## config.mk

```make
export PLATFORM = sky130hd
export DESIGN_NAME = scp_timer_gen
export DESIGN_NICKNAME = d
export VERILOG_FILES = /design/src/rtl/scp_pkg.sv /design/src/rtl/scp_color_debounce.sv /design/src/rtl/scp_timer_gen.sv
export SDC_FILE = /design/constraint.sdc
export NUM_CORES = 1
export LEC_CHECK = 0
export CORE_UTILIZATION = 53
export DETAILED_ROUTE_END_ITERATION = 6
export PLACE_DENSITY = 0.81
export SKIP_LAST_GASP = 1
export SYNTH_ARGS = -nofsm -noshare
export SYNTH_HDL_FRONTEND = slang
export SYNTH_SLANG_ARGS = --single-unit
```

## constraint.sdc

```tcl
create_clock -name clock -period 3.2 [get_ports clock]
set_clock_uncertainty 0.1 [all_clocks]
set_input_delay 0.8 -clock clock [delete_from_list [all_inputs] [get_ports clock]]
set_output_delay 0.8 -clock clock [all_outputs]
set_load 0.01 [all_outputs]
```

## src/rtl/scp_pkg.sv

```systemverilog
`default_nettype none
// ============================================================================
// Module  : scp_pkg
// Brief   : Shared widths, colour codes, scp_079 state encodings and the
//           colour priority resolver used by scp_timer_gen.
// Revision: 1.0
// ============================================================================
package scp_pkg;

    localparam int STATE_W = 3;
    localparam int TIMER_W = 6;

    localparam logic [2:0] C_GREEN  = 3'b001;
    localparam logic [2:0] C_YELLOW = 3'b010;
    localparam logic [2:0] C_RED    = 3'b100;

    typedef enum logic [STATE_W-1:0] {
        ST_INIT       = 3'd0,
        ST_GREEN      = 3'd1,
        ST_YELLOW     = 3'd2,
        ST_RED        = 3'd3,
        ST_RED_YELLOW = 3'd4,
        ST_FLASH      = 3'd5,
        ST_FAULT      = 3'd6
    } scp_state_e;

    // Clean one-hot passes through; all-zero keeps the held colour;
    // multi-bit codes resolve red > yellow > green.
    function automatic logic [2:0] resolve_colour(input logic [2:0] code,
                                                  input logic [2:0] held);
        logic [2:0] result;
        case (code)
            C_GREEN, C_YELLOW, C_RED: result = code;
            3'b000:                   result = held;
            default: begin
                if (code[2])      result = C_RED;
                else if (code[1]) result = C_YELLOW;
                else              result = C_GREEN;
            end
        endcase
        return result;
    endfunction

endpackage : scp_pkg
`default_nettype wire

```

## src/rtl/scp_color_debounce.sv

```systemverilog
`default_nettype none
// ============================================================================
// Module  : scp_color_debounce
// Brief   : Two-flop synchronizer, one-hot resolve and debounce of the raw
//           {red, yellow, green} sensor lines.
// Revision: 1.0
// ============================================================================
module scp_color_debounce
    import scp_pkg::*;
#(
    parameter int DEBOUNCE = 2
) (
    input  logic       clock,
    input  logic       reset_n,
    input  logic [2:0] color_raw,
    output logic [2:0] color_out
);

    localparam logic [3:0] c_CNT_LAST = 4'(DEBOUNCE - 1);

    logic [2:0] r_sync1;
    logic [2:0] r_sync2;
    logic [2:0] r_color;
    logic [3:0] r_cnt;
    logic [2:0] w_cand;
    logic       w_differs;

    // Synchronizer resets to green so the resolved output is one-hot from reset.
    always_ff @(posedge clock or negedge reset_n) begin
        if (!reset_n) begin
            r_sync1 <= C_GREEN;
            r_sync2 <= C_GREEN;
        end else begin
            r_sync1 <= color_raw;
            r_sync2 <= r_sync1;
        end
    end

    always_comb begin
        w_cand    = resolve_colour(r_sync2, r_color);
        w_differs = (w_cand != r_color);
    end

    always_ff @(posedge clock or negedge reset_n) begin
        if (!reset_n) begin
            r_color <= C_GREEN;
            r_cnt   <= 4'd0;
        end else if (w_differs) begin
            if (r_cnt == c_CNT_LAST) begin
                r_color <= w_cand;
                r_cnt   <= 4'd0;
            end else begin
                r_cnt   <= r_cnt + 4'd1;
            end
        end else begin
            r_cnt <= 4'd0;
        end
    end

    assign color_out = r_color;

endmodule : scp_color_debounce
`default_nettype wire

```

## src/rtl/scp_timer_gen.sv

```systemverilog
`default_nettype none
// ============================================================================
// Module  : scp_timer_gen
// Brief   : Per-state tick timer with automatic restart on scp_079 state
//           change, plus debounced one-hot colour inputs for scp_079.
// Revision: 1.0
// ============================================================================
module scp_timer_gen
    import scp_pkg::*;
#(
    parameter int TIMER_W  = scp_pkg::TIMER_W,
    parameter int STATE_W  = scp_pkg::STATE_W,
    parameter int TICK_DIV = 1,
    parameter int DEBOUNCE = 2
) (
    input  logic               clock,
    input  logic               reset_n,
    input  logic [STATE_W-1:0] state_in,
    input  logic [2:0]         color_raw,
    output logic [TIMER_W-1:0] timer,
    output logic               green,
    output logic               yellow,
    output logic               red,
    output logic               state_changed,
    output logic               timer_sat
);

    localparam logic [TIMER_W-1:0] c_TIMER_MAX = '1;

    logic [STATE_W-1:0] r_state;
    logic [TIMER_W-1:0] r_timer;
    logic               r_state_changed;
    logic               r_timer_sat;
    logic               w_chg;
    logic               w_tick;
    logic [2:0]         w_color;

    assign w_chg = (state_in != r_state);

    if (TICK_DIV == 1) begin : g_tick_every_clock
        assign w_tick = 1'b1;
    end else begin : g_prescaler
        localparam int               c_PRE_W    = $clog2(TICK_DIV);
        localparam logic [c_PRE_W-1:0] c_PRE_LAST = c_PRE_W'(TICK_DIV - 1);

        logic [c_PRE_W-1:0] r_prescaler;

        // A state change realigns the prescaler so the new state gets full periods.
        always_ff @(posedge clock or negedge reset_n) begin
            if (!reset_n) begin
                r_prescaler <= '0;
            end else if (w_chg || (r_prescaler == c_PRE_LAST)) begin
                r_prescaler <= '0;
            end else begin
                r_prescaler <= r_prescaler + c_PRE_W'(1);
            end
        end

        assign w_tick = (r_prescaler == c_PRE_LAST);
    end

    // Restart beats tick, so a tick coinciding with a state change is dropped.
    always_ff @(posedge clock or negedge reset_n) begin
        if (!reset_n) begin
            r_state         <= '0;
            r_state_changed <= 1'b0;
            r_timer         <= '0;
            r_timer_sat     <= 1'b0;
        end else begin
            r_state         <= state_in;
            r_state_changed <= w_chg;
            if (w_chg) begin
                r_timer     <= '0;
                r_timer_sat <= 1'b0;
            end else if (w_tick) begin
                if (r_timer != c_TIMER_MAX) begin
                    r_timer <= r_timer + TIMER_W'(1);
                end else begin
                    r_timer_sat <= 1'b1;
                end
            end
        end
    end

    scp_color_debounce #(
        .DEBOUNCE (DEBOUNCE)
    ) u_color_debounce (
        .clock     (clock),
        .reset_n   (reset_n),
        .color_raw (color_raw),
        .color_out (w_color)
    );

    assign timer         = r_timer;
    assign state_changed = r_state_changed;
    assign timer_sat     = r_timer_sat;
    assign green         = w_color[0];
    assign yellow        = w_color[1];
    assign red           = w_color[2];

endmodule : scp_timer_gen
`default_nettype wire

```

==> flow_summary_export.csv, run 1 <==
group,metric,value,unit
power_and_ir_drop,p_clk_share,16.9,%
global_routing,grt_pass1_wl,2570,um
floorplan,std_cell_rows,15,
drt,dr.pass1.iters,4,
worst_hold_path,hold_end,"u_color_debounce.r_sync2[2]",
sta,final_hold_viol_count,0,
setup_path,arrival,1.44,ns
sta,fin_crit,2.34,ns
clock_tree,cts.sinks,24,
drt,wire_per_inst,12.1,um
floorplan,die_w,45.6,um
sta,timing.final.ws_setup,0.861,ns
yosys,synth_nets,94,
setup_path,path_class,"flip-flop to primary output",
drt,drc,0,
setup_path,crit_family,"flip-flops",
clock_tree,cts_tree,"yes",
power_and_ir_drop,net-switching-power,230,uW
power_and_ir_drop,ir_drop,506,uV
cells_and_area,syn2layout_area_growth,23.9,%
global_routing,grt_max_degree,25,
sta,holdWs,0.258,ns
cells_and_area,final_cells,130,
sta,final-setup-viol-count,0,
drt,drt_iter0_drc,7,
power_and_ir_drop,p_seq_share,53.5,%
global_routing,grt_usage,17.9,%
sta,fin_tns_setup,0,ns
sta,fin_crit_sh,73.1,%
yosys,ys_types,30,
cells_and_area,layout-drive-gt1-share,11.4,%
yosys,mappedNetlistArea,0.00101,mm2
setup_path,slowest_delay,0.60,ns
placement,dp_cells,126,
worst_hold_path,hold_start,"u_color_debounce.r_sync1[2]",
setup_path,rrSetupSlack,1.66,ns
setup_path,path_cells,"clkdlybuf4s50_1",
power_and_ir_drop,power.internal,529,uW
global_routing,grt_pass1_vias,610,
setup_path,cp-end-kind,"primary output",
floorplan,core,0.00176,mm2
sta,tightest_slew,0.447,ns
yosys,yosysWarnings,0,
power_and_ir_drop,p_leak,0.000495,uW
sta,rsz0062_at_grt,"false",
power_and_ir_drop,combinationalPowerShare,29.5,%
clock_tree,htreeDepth,1,
setup_path,r2r_end,"u_color_debounce.r_cnt[2]",
power_and_ir_drop,netSwitchingFraction,30.3,%
yosys,ys_seq_area_share,59.9,%
clock_tree,clk_pin_slew,0.11,ns
global_routing,gr-total-overflow,0,
yosys,avgSynthCellArea,12.2,um2
setup_path,path_buf_inv,1,
clock_tree,postCtsSetupRepairBufs,0,
placement,portBuffers,18,
drt,vias,708,
placement,place_ws,0.997,ns
clock_tree,clk_latency,0.30,ns
cells_and_area,fin_area,0.00125,mm2
yosys,synthCells,83,
cells_and_area,n_antenna_cell,0,
clock_tree,cts_buffer_depth,2,
clock_tree,cts_buffers,3,
clock_tree,hold_buffers,0,
sta,slew_violations,0,
cells_and_area,mostFrequentLayoutCell,"dfrtp_1",
floorplan,initial_utilization,57.2,%
setup_path,cpMaxStageDelayCell,"dfstp_2",
floorplan,dieHeight,45.6,um
clock_tree,root_buffer,"clkbuf_4",
sta,max_freq,0.427,GHz
global_routing,antenna_found_initial,0,
setup_path,required,2.30,ns
cells_and_area,layout_common_cells,"21 x dfrtp_1, 18 x clkdlybuf4s50_1, 9 x nor3_1",
flow_run,maxCapViolCount,0,
yosys,ys_ff_latch,24,
sta,relSlewSlack,70.1,%
setup_path,start_kind,"flip-flop",
floorplan,io_pins,19,
drt,drtAntennaViolNets,0,
setup_path,worstReg2RegStart,"u_color_debounce.color_out[0]",
setup_path,r2r_cells,3,
cells_and_area,nets,117,
worst_hold_path,min_path_cells,0,
placement,dpl-instance-area,0.00122,mm2
drt,wl,1580,um
worst_hold_path,hp-class,"flip-flop to flip-flop",
floorplan,fp.dieArea,0.00208,mm2
power_and_ir_drop,p_per_area,607,mW/mm2
status,run_status,"finished clean",
placement,gp_congestion,0.786,
placement,dp_hpwl,1180,um
setup_path,crit_fanout,6,
clock_tree,postCtsResizedCells,0,
drt,vias_per_cell,5.45,
-- worst max path at each step --
stage                                        from       end  cells after the start
floorplan                             state_in[1]  timer[3]                      3
global placement                      state_in[2]  timer[3]                      4
detailed placement                    state_in[1]  timer[3]                      4
CTS                 u_color_debounce.color_out[0]     green                      1
global route        u_color_debounce.color_out[0]     green                      1
finish              u_color_debounce.color_out[0]     green                      1
-- synth_stat cells --
master | number | area, um2
nor4_1 | 1 | 6.26
xnor2_1 | 5 | 43.8
and3_1 | 1 | 6.26
or2_2 | 1 | 6.26
xor2_1 | 1 | 8.76
nor4bb_1 | 1 | 10.0
o21a_1 | 2 | 15.0
nand2_1 | 4 | 15.0
nor2_1 | 3 | 11.3
o21bai_1 | 1 | 7.51
nand4bb_2 | 1 | 16.3
a21oi_1 | 3 | 15.0
ha_1 | 3 | 37.5
clkbuf_1 | 1 | 3.75
inv_1 | 4 | 15.0
nand3_1 | 4 | 20.0
nand4_1 | 1 | 6.26
dfrtp_1 | 21 | 526
or4b_4 | 1 | 13.8
a31oi_4 | 1 | 21.3
dfstp_2 | 3 | 78.8
nand3b_1 | 1 | 7.51
a22o_1 | 1 | 8.76
o22ai_1 | 1 | 6.26
a2bb2oi_1 | 1 | 8.76
a211oi_1 | 1 | 7.51
nor3b_2 | 1 | 12.5
nor3_1 | 9 | 45.0
a31oi_1 | 4 | 25.0
o21ai_0 | 1 | 5.00
-- final cells by class --
class / count / area [um2]
clock buffer: 4 / 26.3
fill: 148 / 513
inverter: 4 / 15.0
multi-input combinational: 54 / 387
sequential: 24 / 604
tap: 25 / 31.3
timing repair buffer: 19 / 188
-- routing by layer --
layer | wire length, um | part of all wire, % | track usage, % | vias to the layer above
li1 | - | - | - | 344
met1 | 781 | 50 | 25.1 | 343
met5 | 0 | 0 | 0 | -
met2 | 716 | 45 | 26.6 | 16
met4 | 23 | 1.5 | 7.27 | 0
met3 | 56 | 3.6 | 4.76 | 5
-- metrics by stage --
stage               total power [uW]  utilization [%]
global placement                 625             69.4
detailed placement               640             69.4
global route                     810             70.9
floorplan                        546                -
CTS                              770             70.9
finish                           759             70.9
-- registers in the layout (all words and copies together) (netlist names) --
signal,count
u_color_debounce.r_sync2,3
r_state,3
u_color_debounce.r_sync1,3
u_color_debounce.color_out,3
timer,6
state_changed,1
timer_sat,1
u_color_debounce.r_cnt,4
-- logic make-up after synthesis --
logic type / share of synthesized area (%)
AND/OR/NAND/NOR: 17.5
flip-flops: 59.9
AO/OA/AOI/OAI: 11.9
XOR/XNOR: 5.20
buffers and inverters: 1.86
adder cells (fa/ha/maj): 3.72
-- power by group through the flow --
stage	clock [uW]	combinational [uW]	sequential [uW]
global placement	0	217	408
finish	129	224	406
CTS	134	229	406
detailed placement	0	228	412
floorplan	0	134	412
global route	147	249	414
(Power assumes the default switching activity.)
==> inputs of run 2 (changes only) <==
- CORE_UTILIZATION: 53 -> 45
- PLACE_DENSITY: 0.81 -> 0.73
- clock period: 3.2 -> 1.97 ns (I/O delays scaled with it)
==> run 2 against run 1 <==
Against the previous run: critical path depth unchanged; core utilization shrank 9.0 points; non-clock buffer count up 1; count of clock-buffer cells in the layout unchanged; clock power rose by 64%; sequential cell count did not move; cell count up 2.3%; combinational power up 61%; die area grew 17%; total power increased by 62%; via count is 0.99% higher.
==> flow_summary_export.csv, run 2 (synthesis gave the netlist of run 1 again) <==
group,metric,value,unit
drt,drtAntennaViolNets,0,
power_and_ir_drop,ir_drop,654,uV
clock_tree,root_buffer,"clkbuf_4",
flow_run,maxCapViolCount,0,
sta,timing.final.ws_setup,0.0602,ns
sta,final-setup-viol-count,0,
drt,wire_per_inst,13.1,um
global_routing,grt_pass1_wl,2970,um
setup_path,crit_fanout,7,
global_routing,antenna_found_initial,0,
cells_and_area,nets,118,
setup_path,cpMaxStageDelayCell,"clkdlybuf4s50_1",
floorplan,core,0.00204,mm2
power_and_ir_drop,p_leak,0.000497,uW
power_and_ir_drop,p_clk_share,17.2,%
drt,vias_per_cell,5.38,
sta,relSlewSlack,69.9,%
setup_path,path_buf_inv,1,
setup_path,cp-end-kind,"primary output",
setup_path,crit_family,"buffers and inverters",
cells_and_area,fin_area,0.00126,mm2
sta,holdWs,0.258,ns
clock_tree,cts_tree,"yes",
power_and_ir_drop,netSwitchingFraction,30.6,%
sta,slew_violations,0,
power_and_ir_drop,power.internal,854,uW
floorplan,std_cell_rows,16,
global_routing,grt_usage,16.4,%
cells_and_area,layout_common_cells,"17 x clkdlybuf4s50_1, 17 x dfrtp_1, 9 x nor3_1",
sta,final_hold_viol_count,0,
global_routing,grt_pass1_vias,672,
worst_hold_path,hp-class,"flip-flop to flip-flop",
floorplan,fp.dieArea,0.00244,mm2
setup_path,start_kind,"flip-flop",
worst_hold_path,min_path_cells,0,
cells_and_area,layout-drive-gt1-share,16.0,%
placement,dpl-instance-area,0.00123,mm2
setup_path,r2r_end,"u_color_debounce.r_cnt[2]",
power_and_ir_drop,p_seq_share,53.6,%
drt,wl,1740,um
drt,vias,715,
sta,fin_tns_setup,0,ns
floorplan,io_pins,19,
clock_tree,htreeDepth,1,
setup_path,slowest_delay,0.55,ns
clock_tree,clk_latency,0.31,ns
drt,drc,0,
power_and_ir_drop,combinationalPowerShare,29.2,%
global_routing,grt_max_degree,25,
floorplan,initial_utilization,49.4,%
drt,route.met3.wl,32,um
placement,place_ws,0.0932,ns
setup_path,path_cells,"clkdlybuf4s50_1",
drt,routed.top_layer,"met4",
clock_tree,clk_pin_slew,0.12,ns
setup_path,r2r_cells,5,
sta,max_freq,0.524,GHz
power_and_ir_drop,net-switching-power,377,uW
placement,gp_congestion,0.734,
worst_hold_path,hold_end,"u_color_debounce.r_sync2[2]",
cells_and_area,syn2layout_area_growth,25.3,%
cells_and_area,largest_register_ffs,6,
cells_and_area,nFillCells,180,
sta,fin_crit_sh,96.9,%
setup_path,arrival,1.32,ns
status,run_status,"finished clean",
power_and_ir_drop,p_per_area,973,mW/mm2
placement,portBuffers,18,
worst_hold_path,hold_start,"u_color_debounce.r_sync1[2]",
setup_path,worstReg2RegStart,"u_color_debounce.r_cnt[1]",
sta,tightest_slew,0.449,ns
clock_tree,cts_buffers,3,
drt,met1Wirelength,826,um
placement,dp_hpwl,1260,um
global_routing,gr-total-overflow,0,
sta,fin_crit,1.91,ns
floorplan,die_w,49.4,um
sta,rsz0062_at_grt,"false",
floorplan,dieHeight,49.4,um
setup_path,rrSetupSlack,0.42,ns
clock_tree,cts_buffer_depth,2,
setup_path,path_class,"flip-flop to primary output",
clock_tree,cts.sinks,24,
setup_path,required,1.38,ns
drt,dr.pass1.iters,4,
drt,met2_length,851,um
cells_and_area,n_antenna_cell,0,
drt,drt_iter0_drc,7,
run 2: cell types whose count changed in the layout (fill, tap and decap cells not counted):
cell / before / now
dfrtp_2: 0 / 4
buf_4: 1 / 2
dlygate4sd2_1: 0 / 1
clkdlybuf4s50_1: 18 / 17
dfrtp_1: 21 / 17
run 2: power by group through the flow:
| stage | Sequential (uW) | Combinational [uW] | Clock, uW |
|---|---|---|---|
| after detailed placement | 670 | 367 | 0 |
| after global placement | 663 | 354 | 0 |
| final | 659 | 360 | 212 |
| after global routing | 674 | 402 | 242 |
| after CTS | 660 | 365 | 226 |
| after floorplan | 669 | 218 | 0 |
run 2: cell type report:
type                    instances  area (um2)  area share, %
flip-flops and latches         24         609           48.2
repair buffers                 20         194           15.3
well taps                      27        33.8           2.67
clock buffers                   4        26.3           2.08
multi-input cells              54         387           30.6
inverters                       4        15.0           1.19
run 2: worst max path at each step:
| stage | start | to | cells past startpoint |
|---|---|---|---|
| 3_3_place_gp | state_in[2] | timer[3] | 4 |
| 2_1_floorplan | u_color_debounce.color_out[0] | u_color_debounce.r_cnt[2] | 3 |
| 5_1_grt | timer[2] | timer[2] | 1 |
| 4_1_cts | timer[5] | timer[5] | 1 |
| 6_report | timer[2] | timer[2] | 1 |
| 3_5_place_dp | state_in[2] | timer[0] | 4 |
run 2: what timing repair did:
action                                  in CTS  in global routing
endpoints found under the setup margin       3                  3
gates cloned                                 0                  0
hold buffers                                 0                  0
resized for setup                            3                  2
setup buffers                                0                  1
run 2: per-layer routing:
metal	up-vias	global-route usage (%)
li1	345	-
met4	0	8.57
met3	4	1.87
met2	9	26.9
met5	-	0
met1	357	21.2
run 2: metrics by stage:
step                total power (uW)  std cells  utilization (%)
finish                          1230        133             61.9
floorplan                        887         83                -
CTS                             1250        132             61.5
detailed placement              1040        128             60.1
global route                    1320        133             61.9
global placement                1020        128             60.1
